File: src/rtl/audio_decim_fifo.sv
// Block-average decimator (DECIM = 2^LOG2_DECIM) feeding a 2^ADDR-deep first-word-fall-through FIFO.
// Optional build macro: DECIM_ROUND_EN selects round-half-up instead of truncation.
module audio_decim_fifo #(
    parameter int WIDTH      = 16,
    parameter int LOG2_DECIM = 2,
    parameter int ADDR       = 4
) (
    input  logic                    clk,
    input  logic                    rst,
    input  logic signed [WIDTH-1:0] data_i,
    input  logic                    valid_i,
    output logic signed [WIDTH-1:0] data_o,
    output logic                    valid_o,
    input  logic                    ready_i,
    output logic [ADDR:0]           level_o,
    output logic                    full_o,
    output logic                    drop_o
);

    localparam int AW    = WIDTH + LOG2_DECIM;
    localparam int DEPTH = 1 << ADDR;
    localparam logic [ADDR:0] DEPTH_L = (ADDR+1)'(DEPTH);

    logic signed [AW-1:0]    acc;
    logic signed [AW-1:0]    sum;
    logic signed [AW:0]      sum_adj;
    logic [LOG2_DECIM-1:0]   cnt;
    logic signed [WIDTH-1:0] res;
    logic                    res_vld;

    assign sum = acc + {{LOG2_DECIM{data_i[WIDTH-1]}}, data_i};

`ifdef DECIM_ROUND_EN
    localparam logic [AW:0] HALF = (AW+1)'(1) << (LOG2_DECIM - 1);
    assign sum_adj = {sum[AW-1], sum} + $signed(HALF);
`else
    assign sum_adj = {sum[AW-1], sum};
`endif

    // Accumulate DECIM valid samples, then emit their arithmetic-shifted sum for one cycle.
    always_ff @(posedge clk) begin
        if (rst) begin
            acc     <= '0;
            cnt     <= '0;
            res_vld <= 1'b0;
        end else begin
            res_vld <= 1'b0;
            if (valid_i) begin
                if (&cnt) begin
                    res     <= WIDTH'(sum_adj >>> LOG2_DECIM);
                    res_vld <= 1'b1;
                    acc     <= '0;
                    cnt     <= '0;
                end else begin
                    acc <= sum;
                    cnt <= cnt + 1'b1;
                end
            end
        end
    end

    // Handshake: a word transfers on any rising edge where valid_o && ready_i; data_o is
    // stable while valid_o is high and ready_i is low. Upstream has no backpressure, so
    // a result arriving at a full FIFO with no simultaneous pop is dropped.
    logic [WIDTH-1:0] mem [DEPTH];
    logic [ADDR-1:0]  wr_ptr;
    logic [ADDR-1:0]  rd_ptr;
    logic [ADDR:0]    count;
    logic             push;
    logic             pop;
    logic             push_ok;

    assign push    = res_vld;
    assign pop     = valid_o && ready_i;
    assign push_ok = push && ((count != DEPTH_L) || pop);

    always_ff @(posedge clk) begin
        if (push_ok) mem[wr_ptr] <= res;
    end

    always_ff @(posedge clk) begin
        if (rst) begin
            wr_ptr <= '0;
            rd_ptr <= '0;
            count  <= '0;
            drop_o <= 1'b0;
        end else begin
            drop_o <= push && !push_ok;
            if (push_ok) wr_ptr <= wr_ptr + 1'b1;
            if (pop)     rd_ptr <= rd_ptr + 1'b1;
            case ({push_ok, pop})
                2'b10:   count <= count + 1'b1;
                2'b01:   count <= count - 1'b1;
                default: count <= count;
            endcase
        end
    end

    assign valid_o = (count != '0);
    assign full_o  = (count == DEPTH_L);
    assign level_o = count;
    // Gated so uncleared memory never leaks X onto the output while empty.
    assign data_o  = valid_o ? $signed(mem[rd_ptr]) : '0;

endmodule
File: config.mk
export PLATFORM = sky130hd
export DESIGN_NAME = audio_decim_fifo
export DESIGN_NICKNAME = d
export VERILOG_FILES = /design/src/rtl/audio_decim_fifo.sv
export SDC_FILE = /design/constraint.sdc
export NUM_CORES = 1
export LEC_CHECK = 0
export CAP_MARGIN = 20
export CELL_PAD_IN_SITES_DETAIL_PLACEMENT = 0
export CELL_PAD_IN_SITES_GLOBAL_PLACEMENT = 1
export CORE_MARGIN = 2
export CORE_UTILIZATION = 35
export DETAILED_ROUTE_END_ITERATION = 10
export GPL_TIMING_DRIVEN = 0
export PLACE_DENSITY_LB_ADDON = 0.1
export SLEW_MARGIN = 5
export SYNTH_ARGS = -nofsm -noshare
export SYNTH_HDL_FRONTEND = slang
export SYNTH_SLANG_ARGS = --single-unit
File: constraint.sdc
create_clock -name clk -period 3.2 [get_ports clk]
set_input_delay 0.64 -clock clk [delete_from_list [all_inputs] [get_ports clk]]
set_output_delay 0.64 -clock clk [all_outputs]
set_load 0.1 [all_outputs]
==> summary.md <==
| Metric | Value |
|---|---|
| Wire length per cell | 23.64 µm |
| Design Area, Final | 15,990 µm² |
| R2R cell count | 10 |
| Fillers | 3,169 |
| Most common flop cell mapped by yosys | edfxtp_1 |
| Antenna diode count | 0 |
| Worst hold path class | reg -> reg |
| Critical path class | reg -> out |
| Routed vias | 6,882 |
| Non-filler instance count after layout | 1,317 |
| Worst Tran Pin Value | 0.9894 ns |
| H-tree depth | 2 |
| Area Growth Syn to Fin | 23.91% |
| Clock buffer depth | 3 |
| Fin. max-slew vios | 0 |
| HPWL Detailed | 20.14 mm |
| Setup WS post-layout | -0.06703 ns |
| Cell Area, Synth | 12,900 µm² |
| Post-Place Cell Area | 14,160 µm² |
| Setup Skew | 0.02050 ns |
| CP Max Fanout | 5 |
| Top post-synthesis cells by area | edfxtp_1 (63%), mux4_2 (14%), dfxtp_1 (6.1%) |
| RSZ-0062 raised after global routing | yes |
| Die height | 196.0 µm |
| Synth area leader | edfxtp_1 |
| FP Rows | 70 |
| Die X | 196.0 µm |
| Synth Register Bits | 311 |
| Crit path largest cell delay | 0.50 ns |
| Yosys top cell area share | 0.6329 |
| Critical Path End Type | output pin |
| Area of the die | 38,420 µm² |
| Core ar. | 36,430 µm² |
| Crit-path slowest cell | mux4_2 |
| Crit-path leading delay family | multiplexers |
| Relative slew slack | 0.3384 |
| Total Wirelength | 31.13 mm |
| Mapped Nets | 769 |
| First-pass GRT wire length | 45.76 mm |
| Top Ports | 44 |
| Avg Inst Size Synth | 17.90 µm² |
| WHS Path Cells | 2 |
| Final net count | 873 |
| Register area share after synthesis | 0.6934 |
| Antenna violations before repair | 0 |
| Root Driver | clkbuf_16 |
| Max Cap Violations | 0 |
| Async SR Flop Fraction | 0 |
| CTS tree | yes |
| Reg area | 8956 µm² |
| Max rail drop VDD | 315.6 µV |
| Arrival time worst endpoint | 2.63 ns |
| Power density over the cells | 767.1 nW/µm² |
| Min Clock Period, post-route | 3.267 ns |
| Worst path cell trace | buf_12, buf_12, buf_16, mux4_2, mux4_2, and2_4, buf_12 |
| WP depth | 7 |
| Cell count after synthesis | 721 |
| Iter 0 DRT Violations | 426 |
| Drt pass-1 iters | 4 |
| Cts hold-fix bufs | 0 |
| Worst-path clk slew | 0.06 ns |
| Port bufs | 42 |
| Most frequent cells in the layout | edfxtp_1 (272), mux4_2 (80), clkbuf_16 (39) |
| Most frequent CP cell | buf_12 |
| Layout cell share with drive strength beyond 1 | 0.2580 |
| Hold Vio Cnt, Final | 0 |
| Vias in the first global route | 7,001 |
| Largest net degree at the start of global routing | 17 |
| Yosys cell types | 53 |
| Total Power | 0.01227 W |
| Status | finished, violations left |
| Pleak | 5.302 nW |
| Number of flops mapped to enable cells by yosys | 272 |
| F_max | 0.3061 GHz |
| Final ANT Viol Nets | 0 |
| DRC | 0 |
| Sink Count | 311 |
| GRT Util Overall | 0.1651 |
| Grt ovf | 0 |
| Avg Vias per Cell | 5.226 |
| Post-Route Utilization | 0.4389 |
| CP required | 2.56 ns |
| Synth warn | 0 |
| Buf/Inv on CP | 4 |
| Tcrit/Tclk final | 1.021 |
| Starting Density | 0.3542 |
| Clock Latency Late Sink | 0.52 ns |
| Final setup viols | 11 |
| Area of the multi-input gates | 3815 µm² |
| Placed cell count | 1,240 |
| CTS Buf Count | 36 |
| Nature of the critical path startpoint | flip-flop |
| Failing checks | negative setup slack |
| Commonest non-fill, non-tap cell in the layout | edfxtp_1 |
| Placer's final routability congestion estimate | 0.7926 |
[repair_timing]
action / in CTS / in global routing
gates cloned: 1 / 3
setup buffers: 4 / 2
resized for setup: 207 / 11
setup endpoints to repair: 18 / 19
[layout make-up]
cell class | count | area share
sequential | 311 | 0.5601
multi-input combinational | 366 | 0.2386
timing repair buffer | 69 | 0.06753
clock buffer | 39 | 0.05704
tap | 468 | 0.03662
clock inverter | 23 | 0.01987
buffer | 29 | 0.01745
inverter | 12 | 0.002817
[through the flow]
stage	setup WS (ns)	setup TNS [ns]	hold WS, ns
final	-0.06703	-0.4520	0.4720
after floorplan	0.01384	0	0.4496
after detailed placement	-1.081	-19.55	0.4739
after global placement	-1.092	-29.51	0.4603
after global routing	-0.1397	-1.642	0.5047
after CTS	-0.1066	-0.8046	0.4807
[worst register-to-register path, cell delays in order (launching register included)]
cell and delay, ns:
dfxtp_1 0.38, or4_4 0.61, o21ai_4 0.28, nor2_1 0.16
ha_1 0.36, a21o_1 0.13, a21oi_1 0.08, or3_2 0.41
and3_1 0.20, xnor2_1 0.14, nor2_1 0.05
[worst paths after layout]
check        startpoint          to  slack [ns]
max           flip-flop   data_o[6]       -0.07
min              acc[6]      acc[6]        0.47
max reg2reg  level_o[0]  level_o[4]        0.26
min reg2reg      acc[6]      acc[6]        0.47
[cells in the mapped netlist, types with 3 or more instances]
cell type / n
a211oi_1: 3
a21o_1: 8
a21oi_1: 28
and2_1: 33
and3_1: 4
buf_1: 8
buf_4: 6
clkbuf_1: 16
dfxtp_1: 39
edfxtp_1: 272
ha_1: 26
inv_1: 12
mux2i_1: 7
mux4_2: 80
nand2_1: 20
nand2b_1: 8
nand3_1: 8
nand4_1: 4
nor2_1: 39
nor2b_1: 9
nor3_1: 5
nor3b_1: 6
nor4_1: 3
o21a_1: 5
o21ai_0: 13
or3_1: 3
xnor2_1: 12
xor2_1: 8
[report_power, final]
group          internal (W)  total, W  switching, W  leakage (nW)
Combinational       0.00146   0.00348       0.00202          1.94
Sequential          0.00444   0.00451     0.0000676          2.76
Clock               0.00270   0.00428       0.00158         0.599
Total               0.00860    0.0123       0.00367          5.30
[logic make-up (layout without fill, tap and decap cells)]
kind of cell,count (synthesis),count (layout),synth area share
flops,311,311,0.6934
buf+inv,44,172,0.01474
fa+ha+maj,28,28,0.02831
xor+xnor,20,20,0.01357
mux,88,88,0.1461
simple gates,153,153,0.06399
compound gates,77,77,0.03985
[state kept, by name, indices dropped and copies added, names as in the netlist, 2 cells and up, named ones only]
name,flops
mem,256
rd_ptr,4
res,16
wr_ptr,4
level_o,5
cnt,2
acc,18
[metal layers]
metal | GRT usage | vias to the layer above | wire length, µm
met1 | 0.2333 | 3564 | 14220
met4 | 0.04742 | 0 | 737
met5 | 0 | - | 0
met3 | 0.02424 | 55 | 1419
met2 | 0.2673 | 162 | 14760
li1 | - | 3101 | -
(Power assumes the default switching activity.)
